==> src/rtl/pixel_pkg.sv <==
// Shared types and sizing helpers for the pixel collector and its frame counter.
package pixel_pkg;

  typedef enum logic [1:0] {WAIT, SEND, CLR} state_t;

  localparam int DATA_W_DEF = 24;

  // Index width that never collapses to zero bits for single-entry ranges.
  function automatic int idx_w(input int n);
    return (n > 1) ? $clog2(n) : 1;
  endfunction

endpackage

==> src/rtl/pixel_frame_counter.sv <==
// Raster position tracker: x/y counters stepped by 'advance', with line/frame markers.
module pixel_frame_counter
  import pixel_pkg::*;
#(
  parameter int X_SIZE = 640,
  parameter int Y_SIZE = 480
) (
  input  logic aclk,
  input  logic clr,
  input  logic advance,
  output logic sol,
  output logic eol,
  output logic sof,
  output logic frame_end
);

  localparam int XW = idx_w(X_SIZE);
  localparam int YW = idx_w(Y_SIZE);
  localparam logic [XW-1:0] X_LAST = XW'(X_SIZE - 1);
  localparam logic [YW-1:0] Y_LAST = YW'(Y_SIZE - 1);

  logic [XW-1:0] x;
  logic [YW-1:0] y;

  // NOTE: state registers use <= so every flop samples pre-edge values regardless of statement order.
  always_ff @(posedge aclk) begin
    if (clr) begin
      x <= '0;
      y <= '0;
    end else if (advance) begin
      if (x == X_LAST) begin
        x <= '0;
        y <= (y == Y_LAST) ? '0 : y + 1'b1;
      end else begin
        x <= x + 1'b1;
      end
    end
  end

  assign sol       = (x == '0);
  assign eol       = (x == X_LAST);
  assign sof       = sol && (y == '0);
  assign frame_end = eol && (y == Y_LAST);

endmodule

==> src/rtl/pixel_collector.sv <==
// Round-robin reader of per-lane result buffers onto an AXI4-Stream video port.
// Define PIXEL_SKID_EN to release each lane as soon as its pixel is captured.
module pixel_collector
  import pixel_pkg::*;
#(
  parameter int LANES  = 4,
  parameter int DATA_W = DATA_W_DEF,
  parameter int X_SIZE = 640,
  parameter int Y_SIZE = 480
) (
  input  logic                    aclk,
  input  logic                    clr,
  input  logic [LANES-1:0]        lane_flag,
  input  logic [LANES*DATA_W-1:0] lane_rgb,
  output logic [LANES-1:0]        lane_clr,
  output logic [DATA_W-1:0]       m_axis_tdata,
  output logic                    m_axis_tvalid,
  input  logic                    m_axis_tready,
  output logic                    m_axis_tlast,
  output logic                    m_axis_tuser,
  output logic                    frame_done
);

  localparam int LW = idx_w(LANES);
  localparam logic [LW-1:0] LANE_LAST = LW'(LANES - 1);

  state_t          state, state_nx;
  logic [LW-1:0]   lane_idx;
  logic [LANES-1:0] lane_hot;
  logic            take, xfer, advance;
  logic            sol, eol, sof, frame_end;
`ifdef PIXEL_SKID_EN
  logic            hold_end;
`endif

  pixel_frame_counter #(
    .X_SIZE(X_SIZE),
    .Y_SIZE(Y_SIZE)
  ) u_frame (
    .aclk      (aclk),
    .clr       (clr),
    .advance   (advance),
    .sol       (sol),
    .eol       (eol),
    .sof       (sof),
    .frame_end (frame_end)
  );

  assign lane_hot = LANES'(1) << lane_idx;

  always_ff @(posedge aclk) begin
    if (clr) state <= WAIT;
    else     state <= state_nx;
  end

  // NOTE: every always_comb output gets a default first, so no path can infer a latch.
  always_comb begin
    state_nx = state;
    take     = 1'b0;
    xfer     = 1'b0;
    advance  = 1'b0;
`ifdef PIXEL_SKID_EN
    xfer = m_axis_tvalid && m_axis_tready;
    unique case (state)
      WAIT: if (lane_flag[lane_idx] && !m_axis_tvalid) begin
        take     = 1'b1;
        advance  = 1'b1;
        state_nx = CLR;
      end
      default: state_nx = WAIT;
    endcase
`else
    unique case (state)
      WAIT: if (lane_flag[lane_idx]) begin
        take     = 1'b1;
        state_nx = SEND;
      end
      SEND: if (m_axis_tready) begin
        xfer     = 1'b1;
        state_nx = CLR;
      end
      CLR: begin
        advance  = 1'b1;
        state_nx = WAIT;
      end
      default: state_nx = WAIT;
    endcase
`endif
  end

  always_ff @(posedge aclk) begin
    if (clr) begin
      lane_idx      <= '0;
      m_axis_tdata  <= '0;
      m_axis_tvalid <= 1'b0;
      m_axis_tlast  <= 1'b0;
      m_axis_tuser  <= 1'b0;
      lane_clr      <= '0;
      frame_done    <= 1'b0;
`ifdef PIXEL_SKID_EN
      hold_end      <= 1'b0;
`endif
    end else begin
      lane_clr   <= '0;
      frame_done <= 1'b0;
      if (take) begin
        m_axis_tdata  <= lane_rgb[lane_idx*DATA_W +: DATA_W];
        m_axis_tlast  <= eol;
        m_axis_tuser  <= sof;
        m_axis_tvalid <= 1'b1;
      end else if (xfer) begin
        m_axis_tvalid <= 1'b0;
      end
      if (advance) lane_idx <= (lane_idx == LANE_LAST) ? '0 : lane_idx + 1'b1;
`ifdef PIXEL_SKID_EN
      // The lane is released at capture; frame_done waits for the held pixel to leave.
      if (take) begin
        lane_clr <= lane_hot;
        hold_end <= frame_end;
      end
      if (xfer) frame_done <= hold_end;
`else
      if (xfer) begin
        lane_clr   <= lane_hot;
        frame_done <= frame_end;
      end
`endif
    end
  end

  a_lane_clr_onehot: assert property (@(posedge aclk) disable iff (clr) $onehot0(lane_clr));
  a_sof_at_line_start: assert property (@(posedge aclk) disable iff (clr) sof |-> sol);

endmodule

==> config.mk <==
export PLATFORM = sky130hd
export DESIGN_NAME = pixel_collector
export DESIGN_NICKNAME = d
export VERILOG_FILES = /design/src/rtl/pixel_pkg.sv /design/src/rtl/pixel_frame_counter.sv /design/src/rtl/pixel_collector.sv
export SDC_FILE = /design/constraint.sdc
export NUM_CORES = 1
export LEC_CHECK = 0
export ABC_AREA = 1
export ABC_CLOCK_PERIOD_IN_PS = 1700
export CAP_MARGIN = 25
export CORE_AREA = 2 2 92 94
export CTS_CLUSTER_SIZE = 30
export DETAILED_ROUTE_END_ITERATION = 16
export DIE_AREA = 0 0 94 96
export GPL_TIMING_DRIVEN = 0
export PLACE_DENSITY_LB_ADDON = 0.15
export SLEW_MARGIN = 5
export SYNTH_ARGS = -nofsm -noshare
export SYNTH_HDL_FRONTEND = slang
export SYNTH_SLANG_ARGS = --single-unit
==> constraint.sdc <==
create_clock -name aclk -period 1.7 [get_ports aclk]
set_input_delay 0.34 -clock aclk [delete_from_list [all_inputs] [get_ports aclk]]
set_output_delay 0.34 -clock aclk [all_outputs]
set_load 0.05 [all_outputs]
Word level (Yosys, flattened, before mapping)
Cells that the tools add are included.
{ "word_totals": {"register_bits": 55, "input_bits": 103, "word_cells": 49, "output_inout_bits": 32} }
{ "classes": {"bitwise_logic": 1, "n_eq_ne": 7, "muxes": 15, "n_addsub": 3, "n_reduce_logical": 9, "shifts": 2, "multipliers": 1, "n_lt_le_gt_ge": 1} }
{ "op_table": {"columns": ["cell", "count"], "rows": [
  ["96-bit by 8-bit indexed part select with 24-bit output", 1],
  ["10-bit by 1-bit adder with 10-bit output, second input constant", 1],
  ["10-bit == test, second input constant", 1],
  ["10-bit zero test", 1],
  ["10-bit 2-to-1 mux", 1],
  ["9-bit by 1-bit adder with 9-bit output, second input constant", 1],
  ["9-bit == test, second input constant", 1],
  ["9-bit zero test", 1],
  ["9-bit 2-to-1 mux", 1],
  ["1-bit 2-to-1 mux", 8],
  ["2-bit 2-to-1 mux", 3],
  ["2-bit == test, second input constant", 2],
  ["2-bit by 2-bit multiplier with 4-bit output, second input constant", 1],
  ["2-bit inequality test, second input constant", 2],
  ["2-bit one-hot mux with 2 select lines", 1],
  ["2-bit AND reduction", 2],
  ["1-bit by 2-bit << shifter with 4-bit output, first input constant", 1],
  ["2-bit by 3-bit < comparator with 1-bit output, second input constant", 1],
  ["2-bit by 1-bit adder with 2-bit output, second input constant", 1],
  ["1-bit binary-select mux with 2-bit select", 1],
  ["2-bit by 1-bit == test with 1-bit output, second input constant", 1],
  ["1-bit logical AND", 2],
  ["2-bit zero test", 1],
  ["2-bit nonzero test", 1],
  ["2 further kinds", 2]
]} }

Depth between registers and ports, before layout
Gate-level depths: netlist of the first run.
{ "depth": {"ltp_word": 5, "mapped_depth": 10, "ltp_nobuf": 10} }

By module
A second synthesis of the first run with hierarchy kept.
{ "unflattened": {"cells_unflattened": 552, "hier_area_um2": 3295.7} }
{ "modules_own_cells": {"columns": ["module", "area_each_um2", "seq_area_each_um2", "cells_per_inst", "n_inst"], "rows": [
  ["pixel_collector", 2202.1, 720.7, 390, 1],
  ["pixel_frame_counter", 1093.5, 380.4, 162, 1]
]} }

Worst setup path after synthesis of the first run
OpenSTA, ideal clock, no wires.
{ "synth_path": {"path_type": "register to register", "from": "register u_frame.x[0]", "to": "register u_frame.y[7]", "required_ns": 1.587, "setup_slack_ns": 0.396, "n_path_buf": 0, "path_stages_with_launch": 11, "period_less_slack_ns": 1.304, "arrival_ns": 1.190, "setup_ns": 0.113, "cell_sequence": "dfxtp_1 -> ha_1 -> nand2_1 -> inv_1 -> nand3_2 -> nor2_4 -> nand2_4 -> nand2_4 -> inv_1 -> nand2_1 -> nand2_1"} }
{ "synth_via": {"elab_chain_cells": 2} }
{ "synth_lines": {"columns": ["element", "line", "rtl"], "rows": [
  ["from (decl)", "pixel_frame_counter.sv:22", "logic [XW-1:0] x;"],
  ["from (signal assigned)", "pixel_frame_counter.sv:35", "x <= x + 1'b1;"],
  ["10-bit == test", "pixel_frame_counter.sv:31", "if (x == X_LAST) begin"],
  ["2-bit AND reduction (no source line)", null, null],
  ["to (signal assigned)", "pixel_frame_counter.sv:33", "y <= (y == Y_LAST) ? '0 : y + 1'b1;"],
  ["to (decl)", "pixel_frame_counter.sv:23", "logic [YW-1:0] y;"]
]} }
No other way between the ends.
A chain may end at the register's enable or synchronous reset.

Final worst setup path of the first run
{ "layout_path": {"from": "register m_axis_tdata[14]", "to": "output m_axis_tdata[14]"} }
{ "layout_rtl": {"columns": ["element", "line", "rtl"], "rows": [
  ["from (decl)", "pixel_collector.sv:16", "output logic [DATA_W-1:0] m_axis_tdata,"],
  ["from (signal assigned)", "pixel_collector.sv:107", "m_axis_tdata <= lane_rgb[lane_idx*DATA_W +: DATA_W];"]
]} }
No word-level cell between the ends.

==> impl_results.md, run 1 <==
* Hold path depth at 2
* Buf/Inv on CP at 1
* FMAX at 638 MHz
* Crit start category: flop
* P&R area growth vs syn at 48.9%
* Cell taking the most area after synthesis: dfxtp_1
* Pwr/cell area at between 600 and 700 mW/mm^2
* Router iterations before antenna repair at 5
* Hold Crit Start: m_axis_tvalid
* Routed wire length at 10,100 um
* Initial antenna violation count at 0
* Family with the most delay on the worst path: buffers and inverters
* Largest net degree at the start of global routing at 19
* Slew headroom at 63.5%
* CP max stage delay at 550 ps
* Grt ovf at 0
* Multi-input gate area at 0.00172 sq mm
* Pins over their slew limit at 0
* Synthesized area at 0.00313 sq mm
* Synthesized area per cell at between 6 and 7 sq um
* Synth top area share at around a third
* Register area share after synthesis at 35.2%
* Critical Path RT at 1360 ps
* Max clock buf depth at 2
* Number of synthesized register bits at 55
* Dpl hpwl at 8030 um
* Sink Count at 55
* Fin cells at 735
* Antenna diodes at 0
* Final core occ at between 50% and 60%
* Worst-skew pair later-pin latency at 310 ps
* Initial DRC Count at 145
* Number of fill cells at 803
* Reg2reg path depth at 6
* Tcrit/Tclk final at 92.2%
* Flop-to-flop setup slack at 150 ps
* LEAKAGE at 2.06 nW
* Core area at 0.00805 sq mm
* Gpl congestion at around 0.9
* Initial core utilization at 38.8%
* Post-Syn Nets at 596
* Num CTS Buffers at 5
* Setup Buffers After CTS at 0
* Worst Setup Slack post-DPL at -159 ps
* Vias per cell at around 5
* Unique masters post-synth at 30
* Worst hold endpoint: m_axis_tvalid
* Post-route cell area at 0.00466 sq mm
* DIE AREA at ~0.009 sq mm
* VDD IR max at 0.382 mV
* Post-DRT Antenna Nets at 0
* Synthesized instance count at a little under 500
* Status: completed
* Critical Path, Cell by Cell: dlygate4sd2_1
* Synth area leaders: dfxtp_1, nor2_1, o21ai_0
* CTS tree: yes
* Crit path max fanout at 2
* CP Depth at 1
* DRC at 0
* Final setup margin at 132 ps
* Clk slew on worst S/H paths at 110 ps
* Row cnt at 33
* Final setup viols at 0
* HP Class: reg -> reg
* Clock root buffer: clkbuf_8
* Worst slew pin tran at 550 ps
* Vias in the first global route at approximately 3,400
* Num ports at 135
* Avg WL per Cell at around 14 um
* Data arrival time of the worst path at 1230 ps
* Post-route minimum period at 1570 ps
* # nets final at 737
* Slowest stage cell, crit path: dlygate4sd2_1
* Worst Setup End Kind: output pin
* H-Tree Depth at 2
* Max-cap violations at 0
* Width of the die at roughly 94 um
* Register area at ~0.0011 sq mm
* GRT Overall Usage at ~22%
* Placed insts at 727
* Post-DP Area at 0.00460 sq mm
* Hold Fails Final Rpt at 0
* RSZ-0062 raised after global routing: no
* First-pass GRT wire length at ~16,000 um
* Share of post-route cells with drive strength above 1 at around 6%
* I/O Buffers at 134
* WHS at 492 ps
* Vias after detailed routing at 3,647
* Fin Clk Skew at 7.67 ps
* Die Height at about 96 um
* CP Class: reg -> out
* Synth Warn # at 0
* RR Endpoint: m_axis_tdata[8]
* Reg2reg start: lane_idx[1]
-- cell usage after synthesis (all sizes together) --
library cell and n:
nor2 141, o21ai 80, nand2 65, dfxtp 55
inv 43, o22ai 24, nand3 20, buf 13
clkbuf 12, a21oi 11, nor3 9, ha 5
nand4 4, xor2 2, a31oi 1, nor4 1
or2 1, xnor2 1
-- area by class of cell --
class	count	area share (%)
Clock inverter	3	0.537
Timing Repair Buffer	134	27.9
Tap cell	105	2.82
Sequential cell	55	23.6
Clock buffer	5	1.48
Inverter	43	3.52
Multi-Input combinational cell	365	36.9
Buffer	25	3.17
-- stage by stage --
stage	power, mW	TNS (ps)
2_1_floorplan	2.05	0
3_3_place_gp	2.54	-1280
3_5_place_dp	2.55	-1200
4_1_cts	3.24	0
5_1_grt	3.39	0
6_report	3.22	0
-- cell usage in the layout (no fill, tap or decap), types with 2 or more instances in the layout --
master and count:
clkbuf_8 5, nand3_2 3, buf_2 4, nor3_1 9, nand2_4 3, clkdlybuf4s50_1 102, buf_6 5, xor2_1 2
nor2_4 2, nor2_1 138, a21oi_1 10, dfxtp_1 55, clkinv_4 2, dlygate4sd2_1 32, o21ai_0 79, inv_1 40
nand2_1 61, nand4_1 4, ha_1 5, clkbuf_2 3, clkbuf_1 10, nand3_1 17, buf_4 2, o22ai_1 24
inv_2 2
-- worst register-to-register path: cells and delay by family (launching register included) --
family	cells	cell delay (ps)
buffers and inverters	2	550
DFF	1	450
AOI/OAI and AO/OA	2	330
and+or+nand+nor	2	170
-- power by group --
part	total (mW)	leakage (nW)	internal, mW	switching (mW)
registers	1.42	0.450	1.38	0.0469
logic	1.03	1.57	0.422	0.612
clock network	0.758	0.0443	0.296	0.463
-- logic make-up (layout without fill, tap and decap cells) --
kind of cell	Yosys count	count (layout)	synth area share (%)
AO/OA/AOI/OAI	116	116	19.7
XOR/XNOR	3	3	0.840
adder cells (fa/ha/maj)	5	5	2.00
flip-flops	55	55	35.2
AND/OR/NAND/NOR	241	241	32.4
buffers and inverters	68	210	9.84
-- state kept, by name (all words and copies together) (netlist names) --
name	count
lane_idx	2
u_frame.x	10
state	2
frame_done	1
m_axis_tlast	1
lane_clr	4
m_axis_tvalid	1
u_frame.y	9
m_axis_tdata	24
m_axis_tuser	1
-- what timing repair did --
action                     in CTS  in global routing
hold buffers                    0                  0
setup endpoints to repair      32                  5
resized for setup              32                  5
pin swaps                       0                  0
-- how the worst max path moves through the flow --
stage / start / endpoint / slack [ps]
floorplan: u_frame.x[0] / u_frame.y[7] / 400
global placement: clr / m_axis_tdata[17] / -150
detailed placement: clr / m_axis_tdata[17] / -160
CTS: lane_idx[1] / m_axis_tdata[19] / 110
global route: clr / m_axis_tdata[17] / 8
finish: m_axis_tdata[14] / m_axis_tdata[14] / 130
-- routing by layer --
metal	vias to the layer above	wire (um)	track usage [%]	share of wire, %
li1	1878	-	-	-
met3	7	741	5.79	7.4
met5	-	0	0	0
met2	113	5050	39.9	50
met1	1649	4170	26.4	41
met4	0	99	5.31	0.98
Power figures use the tool's default switching activity.
==> run 2: changes to the inputs <==
Settings changed: ABC_CLOCK_PERIOD_IN_PS 1700 to 2000, CORE_AREA 2 2 92 94 to 2 2 94 96, DIE_AREA 0 0 94 96 to 0 0 96 98, SYNTH_HIERARCHICAL set to 1.
Clock period 1.7 ns to 2 ns, I/O delays scaled along.
==> run 2 against run 1 <==
Against the previous run: clock skew fell by 2.5 ps; area after synthesis rose by 5.4%; hold slack improved by 5.6 ps; setup slack got worse by 35 ps; global-route usage fell by 0.78 points; critical endpoint is now m_axis_tdata[13]; flip-flop and latch count did not move; final cell count rose by 9.1%; critical path type unchanged; cell area rose by 4.6%.
==> impl_results.md, run 2 <==
* Status: completed
* Core area at 0.00847 sq mm
* Pwr/cell area at 592 mW/mm^2
* Avg WL per Cell at 12.3 um
* # nets final at approximately 800
* Hold Fails Final Rpt at 0
* H-Tree Depth at 2
* GRT Overall Usage at 21.4%
* LEAKAGE at about 2.2 nW
* Data arrival time of the worst path at around 1500 ps
* Routed wire length at between 9000 and 10,000 um
* Clock power frac at 23.0%
* Die Height at 98 um
* Num ports at 135
* Number of synthesized register bits at 55
* Fin Clk Skew at 5.19 ps
* I/O Buffers at 134
* Synthesized instance count at 552
* HP Class: reg -> reg
* Critical Path RT at 1600 ps
* Router iterations before antenna repair at 4
* Sw Share at 34.6%
* Synth Warn # at 6
* DIE AREA at 0.00941 sq mm
* Slowest stage cell, crit path: clkdlybuf4s50_1
* Most instantiated cells after synthesis: nor2_1, nand2_1, dfxtp_1
* Synth area leaders: dfxtp_1, nor2_1, nand2_1
* Sink Count at 55
* Dpl hpwl at about 7700 um
* Sequential fraction of design power at 41.9%
* Crit path max fanout at 2
* Clk slew on worst S/H paths at 100 ps
* Num CTS Buffers at 5
* FMAX at roughly 530 MHz
* Clock root buffer: clkbuf_8
* Worst Setup End Kind: output pin
* Synthesized area at 0.00330 sq mm
* Buf/Inv on CP at 1
* Gpl congestion at 0.855
* Critical Path, Cell by Cell: clkdlybuf4s50_1
* Max-cap violations at 0
* Tcrit/Tclk final at between 90% and 100%
* Vias per cell at 4.65
* Most common cell in the netlist: nor2_1
* Final setup margin at 97.3 ps
* Max FFs per register at 24
* Row cnt at 34
* RSZ-0062 raised after global routing: no
* Grt ovf at 0
* Comb power frac at a little over a third
* Post-DRT Antenna Nets at 0
* Worst Setup Slack post-DPL at -199 ps
* Top reg by flops: m_axis_tdata
* Initial core utilization at 38.9%
* Setup Buffers After CTS at 0
* Synth top area share at 33.4%
* P&R area growth vs syn at 47.8%
* CP Class: reg -> out
* Post-Syn Nets at 660
* VDD IR max at 0.258 mV
* Crit start category: flop
* Post-route minimum period at 1900 ps
* Internal power at 1.89 mW
* Ys async rst share at 0%
* Family with the most delay on the worst path: buffers and inverters
* Psw at 0.997 mW
* Vias after detailed routing at 3,726
* Final core occ at 57.5%
* Antenna diodes at 0
* Worst slew pin tran at 661 ps
* First-pass GRT wire length at 16,100 um
* Post-cts resize count at 0
* Slew headroom at 55.7%
* CP max stage delay at 840 ps
* Number of synthesized flops with an enable pin at 0
* Largest net degree at the start of global routing at 18
* CTS Hold Bufs at 0
* Ys flop type: dfxtp_1
* Synthesized area per cell at about 6 sq um
* Most common cell after layout, fill and taps aside: nor2_1
* Pins over their slew limit at 0
* DRC at 0
* Worst-skew pair later-pin latency at a little over 300 ps
* Vias in the first global route at between 3,000 and 4,000
* Unique masters post-synth at 35
* Most frequent cells in the layout: nor2_1, clkdlybuf4s50_1, nand2_1
* Register area share after synthesis at around a third
* Cell taking the most area after synthesis: dfxtp_1
* Share of post-route cells with drive strength above 1 at under 10%
* Initial DRC Count at 143
* Biggest regs: m_axis_tdata (24), u_frame/x (10), u_frame/y (9)
* Max clock buf depth at 2
* CTS tree: yes
* Width of the die at 96 um
* Initial antenna violation count at 0
* Final setup viols at 0
[run 2: power by group through the flow]
stage                     registers, mW  clock network (mW)  logic [mW]
after floorplan                    1.48                   0       0.338
after global placement             1.23                   0        1.00
after detailed placement           1.23                   0        1.02
after CTS                          1.21               0.684        1.02
after global routing               1.22               0.731        1.10
final                              1.21               0.664        1.01
[run 2: path summary, 6_finish.rpt]
kind | cells past startpoint | slack, ps | end | from
min | 2 | 500 | m_axis_tvalid | m_axis_tvalid
min reg2reg | 2 | 500 | m_axis_tvalid | m_axis_tvalid
max | 1 | 100 | m_axis_tdata[13] | m_axis_tdata[13]
max reg2reg | 9 | 250 | u_frame/x[9] | state[1]
[run 2: routing by layer]
layer / global-route usage (%) / up-vias / wire length (um)
li1: - / 1983 / -
met1: 27.9 / 1631 / 4380
met2: 36.3 / 104 / 4670
met3: 3.55 / 8 / 711
met4: 5.27 / 0 / 110
met5: 0 / - / 0
[run 2: cells by family (layout without fill, tap and decap cells)]
kind of cell             count (synthesis)  in the layout  synth area share, %
buffers and inverters                   78            220                 10.3
AO/OA/AOI/OAI                           71             71                 10.9
XOR/XNOR                                 2              2                0.532
adder cells (fa/ha/maj)                  5              5                 1.90
flip-flops                              55             55                 33.4
AND/OR/NAND/NOR                        341            341                 42.9
[run 2: worst min-delay path, delay by kind of cell (launching register included)]
| kind | cells | cell delay [ps] |
|---|---|---|
| flip-flops | 1 | 340 |
| AND/OR/NAND/NOR | 1 | 60 |
| AO/OA/AOI/OAI | 1 | 60 |
[run 2: through the flow]
stage | std cells | total power, mW | cell area, sq um | hold slack, ps | TNS, ps
finish | 802 | 2.89 | 4870 | 498 | 0
global route | 802 | 3.05 | 4870 | 516 | 0
CTS | 802 | 2.91 | 4870 | 501 | 0
detailed placement | 794 | 2.25 | 4770 | 482 | -3870
global placement | 794 | 2.24 | 4770 | 469 | -3510
floorplan | 552 | 1.82 | 3300 | 446 | 0
[run 2: area by class of cell]
class / count / area (sq um)
Sequential cell: 55 / 1100
Tap cell: 108 / 135
Clock inverter: 2 / 16.3
Fill cell: 851 / 3590
Multi-Input combinational cell: 419 / 1860
Buffer: 24 / 129
Clock buffer: 6 / 82.6
Timing Repair Buffer: 134 / 1340
Inverter: 54 / 210
==> RTL edit 1, RTL diff (config.mk and constraints of run 1) <==
`Y_SIZE` is set to 480 in 2 places; all go to 120.
--- a/src/rtl/pixel_frame_counter.sv
+++ b/src/rtl/pixel_frame_counter.sv
@@ -5,3 +5,3 @@
   parameter int X_SIZE = 640,
-  parameter int Y_SIZE = 480
+  parameter int Y_SIZE = 120
 ) (
--- a/src/rtl/pixel_collector.sv
+++ b/src/rtl/pixel_collector.sv
@@ -8,3 +8,3 @@
   parameter int X_SIZE = 640,
-  parameter int Y_SIZE = 480
+  parameter int Y_SIZE = 120
 ) (
Formal check against the unedited RTL: same outputs for any inputs over 10 cycles, from zero or initial values; that may be too few to reach the edited logic, so the function may still have changed.
==> RTL edit 1 against run 1 <==
- via count fell by 5.6%
- clock skew about the same
- routed wire length decreased by 3.0%
- total power is 2.5% lower
- hold slack worse by 0.027 ns
- worst setup slack improved by 0.017 ns
- final area decreased by 2.5%
- synthesized area decreased by 3.8%
- sequential cell count shrank 2
- largest cell class unchanged
- largest power group unchanged
==> RTL edit 1: results <==
metrics = {
    "finish": {
        "reg_top3": "m_axis_tdata: 24 flops, u_frame.x: 10 flops, u_frame.y: 7 flops",
        "drive_above_1_share_pct": 5.77,
        "final_nets": 715,
        "fin_cells": 712,
    },
    "pwr": {
        "p_int_mw": 2.15,
        "switching_power_mw": 0.982,
        "p_leak_nw": 1.88,
    },
    "global_route": {
        "met2_usage_pct": 38.6,
        "grt_start_max_net_pins": 17,
        "grt_use_met3_pct": 5.72,
        "grt_pass1_vias": 3120,
    },
    "synthesis": {
        "syn_nets": 575,
        "synth_seq_area_share_pct": 35.3,
        "synth.top_cells.by_count": "98 x nand2_1, 97 x nor2_1, 73 x o21ai_0",
        "synthDistinctLibCells": 31,
        "syn_inst": 467,
        "synthTopCellsByArea": "dfxtp_1 35%, nand2_1 12%, o21ai_0 12%",
    },
    "timing": {
        "fin_worst_skew_ns": 0.00778,
    },
    "worst_setup_path": {
        "cp.arrival_ns": 1.21,
    },
    "route": {
        "met1_length_mm": 4.13,
        "wl_met3_microns": 768,
        "via_per_inst": 4.84,
        "wl_met2_mm": 4.75,
        "routed_wl_mm": 9.76,
    },
    "place": {
        "gp_congestion": 0.818,
        "post-place-ws_ns": 0.0363,
        "hpwl_mm": 7.65,
    },
    "run_status": {
        "status": "finished, final reports clean",
    },
}
-- RTL edit 1: cell types whose count changed after synthesis, moves of 3 or more --
cell / before / now
a21oi_1: 10 / 40
buf_2: 4 / 7
inv_1: 40 / 25
nand2_1: 61 / 98
nand2_4: 3 / 0
nor2_1: 138 / 97
nor3_1: 9 / 4
o21ai_0: 79 / 73
o21ai_1: 1 / 5
o22ai_1: 24 / 0
-- RTL edit 1: cell families (layout without fill, tap and decap cells) --
group	Yosys count	in the layout	synth area share, %
and+or+nand+nor	233	233	33.0
AOI/OAI and AO/OA	120	120	20.1
buffers and inverters	55	195	9.23
DFF	53	53	35.3
adders and majority gates	5	5	2.08
xor gates and xnor gates	1	1	0.291
-- RTL edit 1: cell type report --
| cell class | count | area (sq um) | share of cell area, % |
|---|---|---|---|
| buffer | 27 | 170 | 3.75 |
| clock buffer | 5 | 68.8 | 1.52 |
| clock inverter | 2 | 38.8 | 0.854 |
| inverter | 28 | 108 | 2.37 |
| multi-input combinational | 359 | 1670 | 36.8 |
| sequential | 53 | 1060 | 23.4 |
| tap | 105 | 131 | 2.89 |
| timing repair buffer | 133 | 1290 | 28.4 |
-- RTL edit 1: final timing paths --
kind | from | end | slack [ns] | depth (start not counted)
max | m_axis_tlast$_SDFFE_PP0P_ | m_axis_tlast | 0.15 | 1
min | m_axis_tdata[22]$_SDFFE_PP0P_ | m_axis_tdata[22]$_SDFFE_PP0P_ | 0.46 | 2
max reg2reg | u_frame.x[1]$_SDFFE_PP0N_ | u_frame.y[6]$_SDFFE_PP0P_ | 0.19 | 8
min reg2reg | m_axis_tdata[22]$_SDFFE_PP0P_ | m_axis_tdata[22]$_SDFFE_PP0P_ | 0.46 | 2
==> RTL edit 2, RTL diff (flow settings as in run 1) <==
Without the edit above. Add a define of `PIXEL_SKID_EN`.
--- a/src/rtl/pixel_collector.sv
+++ b/src/rtl/pixel_collector.sv
@@ -2,2 +2,4 @@
 // Define PIXEL_SKID_EN to release each lane as soon as its pixel is captured.
+`define PIXEL_SKID_EN
+
 module pixel_collector
Function: changed (a bounded check fails within 4 cycles, from zero or initial values).
==> RTL edit 2 against run 1 <==
- cell count down 0.68%
- sequential cell count unchanged
- routed wire length up 2.0%
- hold slack worse by 0.15 ns
- first-iteration DRC count up 15%
- worst setup slack worse by 0.049 ns
- synthesized area down 1.1%
- critical endpoint is now m_axis_tvalid
- final area up 0.11%
- largest cell class unchanged
Power is not compared: it rests on default switching activity, and its combinational part moved more than twofold at a synthesized area within 25%.
==> RTL edit 2: results <==
metrics = {
    "run_status": {
        "status": "finished, final reports clean",
    },
    "synthesis": {
        "synth.top_cells.by_count": "133 x nor2_1, 79 x o21ai_0, 67 x nand2_1",
        "synthTopCellsByArea": "dfxtp_1 36%, nor2_1 16%, o21ai_0 13%",
        "synthDistinctLibCells": 27,
        "synth.avg_cell_area_sq_um": 6.40,
        "syn_nets": 591,
        "synth_seq_area_share_pct": 35.6,
    },
    "hold_path": {
        "hold_path.class": "in -> reg",
    },
    "worst_setup_path": {
        "cp.arrival_ns": 1.28,
        "critPathMaxFanout": 4,
    },
    "route": {
        "num_vias": 3687,
        "drtPass1Iterations": 4,
        "routed_wl_mm": 10.3,
        "drt_iter0_drc": 167,
    },
    "finish": {
        "final_nets": 732,
        "drive_above_1_share_pct": 7.52,
        "fillers": 786,
    },
    "place": {
        "port-buffer-count": 133,
        "gp_congestion": 0.853,
        "hpwl_mm": 7.90,
    },
    "global_route": {
        "grt_pass1_wl_mm": 16.9,
        "grt_pass1_vias": 3544,
        "grt_usage_pct": 23.6,
    },
    "timing": {
        "slew_headroom_pct": 64.2,
        "fin_worst_skew_ns": 0.0137,
    },
}
==> RTL edit 2: path summary, 6_finish.rpt <==
check / cells past startpoint / from / to / slack [ns]
worst max-delay path: 1 / m_axis_tvalid$_SDFFE_PP0P_ / m_axis_tvalid / 0.08
worst min-delay path: 2 / clr / u_frame.x[1]$_SDFFE_PP0P_ / 0.34
worst max register to register: 8 / u_frame.x[0]$_SDFFE_PP0P_ / u_frame.y[2]$_SDFFE_PP0P_ / 0.14
worst min register to register: 2 / hold_end$_SDFFE_PP0P_ / frame_done$_SDFF_PP0_ / 0.48
==> RTL edit 2: what timing repair did <==
action,4_1_cts,5_1_grt
pin swaps,1,3
gates resized for setup,32,19
endpoints found under the setup margin,36,45
buffers inserted,0,1
==> RTL edit 2: power breakdown <==
part | internal [mW] | switching (mW) | total (mW) | leakage [nW]
combinational | 1.48 | 3.15 | 4.63 | 1.52
sequential | 1.66 | 0.185 | 1.85 | 0.451
clock | 0.296 | 0.470 | 0.766 | 0.0408
total | 3.44 | 3.81 | 7.24 | 2.01
==> RTL edit 2: cell families (layout without fill, tap and decap cells) <==
family                   Yosys count  after routing  synth area share, %
flip-flops                        55             55                 35.6
XOR/XNOR                           1              1                0.283
buffers and inverters             59            201                 8.74
adder cells (fa/ha/maj)            5              5                 2.02
AND/OR/NAND/NOR                  240            240                 32.3
AO/OA/AOI/OAI                    123            123                 21.0
==> RTL edit 2: final cells by class <==
type	count	area share, %
Inverter	30	2.52
Sequential cell	55	23.7
Clock inverter	3	0.510
Buffer	29	3.49
Clock buffer	5	1.48
Tap cell	105	2.82
Multi-Input combinational cell	369	37.4
Timing Repair Buffer	134	28.1
==> RTL edit 2: routing by layer <==
| layer | vias to the layer above | GRT usage, % | wire, microns |
|---|---|---|---|
| li1 | 1872 | - | - |
| met1 | 1684 | 29.2 | 4440 |
| met2 | 119 | 42.9 | 5100 |
| met3 | 12 | 4.31 | 595 |
| met4 | 0 | 4.83 | 121 |
| met5 | - | 0 | 0 |
==> RTL edit 2: per-stage QoR <==
stage | TNS [ns] | hold WS, ns | total power, mW | setup WS, ns | cell area [sq um]
floorplan | 0 | 0.420 | 5.10 | 0.282 | 3090
global placement | -0.827 | 0.455 | 6.67 | -0.0681 | 4550
detailed placement | -1.05 | 0.461 | 6.70 | -0.0906 | 4550
CTS | 0 | 0.347 | 7.25 | 0.00409 | 4610
global route | -0.00711 | 0.355 | 7.81 | -0.00711 | 4660
finish | 0 | 0.338 | 7.24 | 0.0838 | 4660
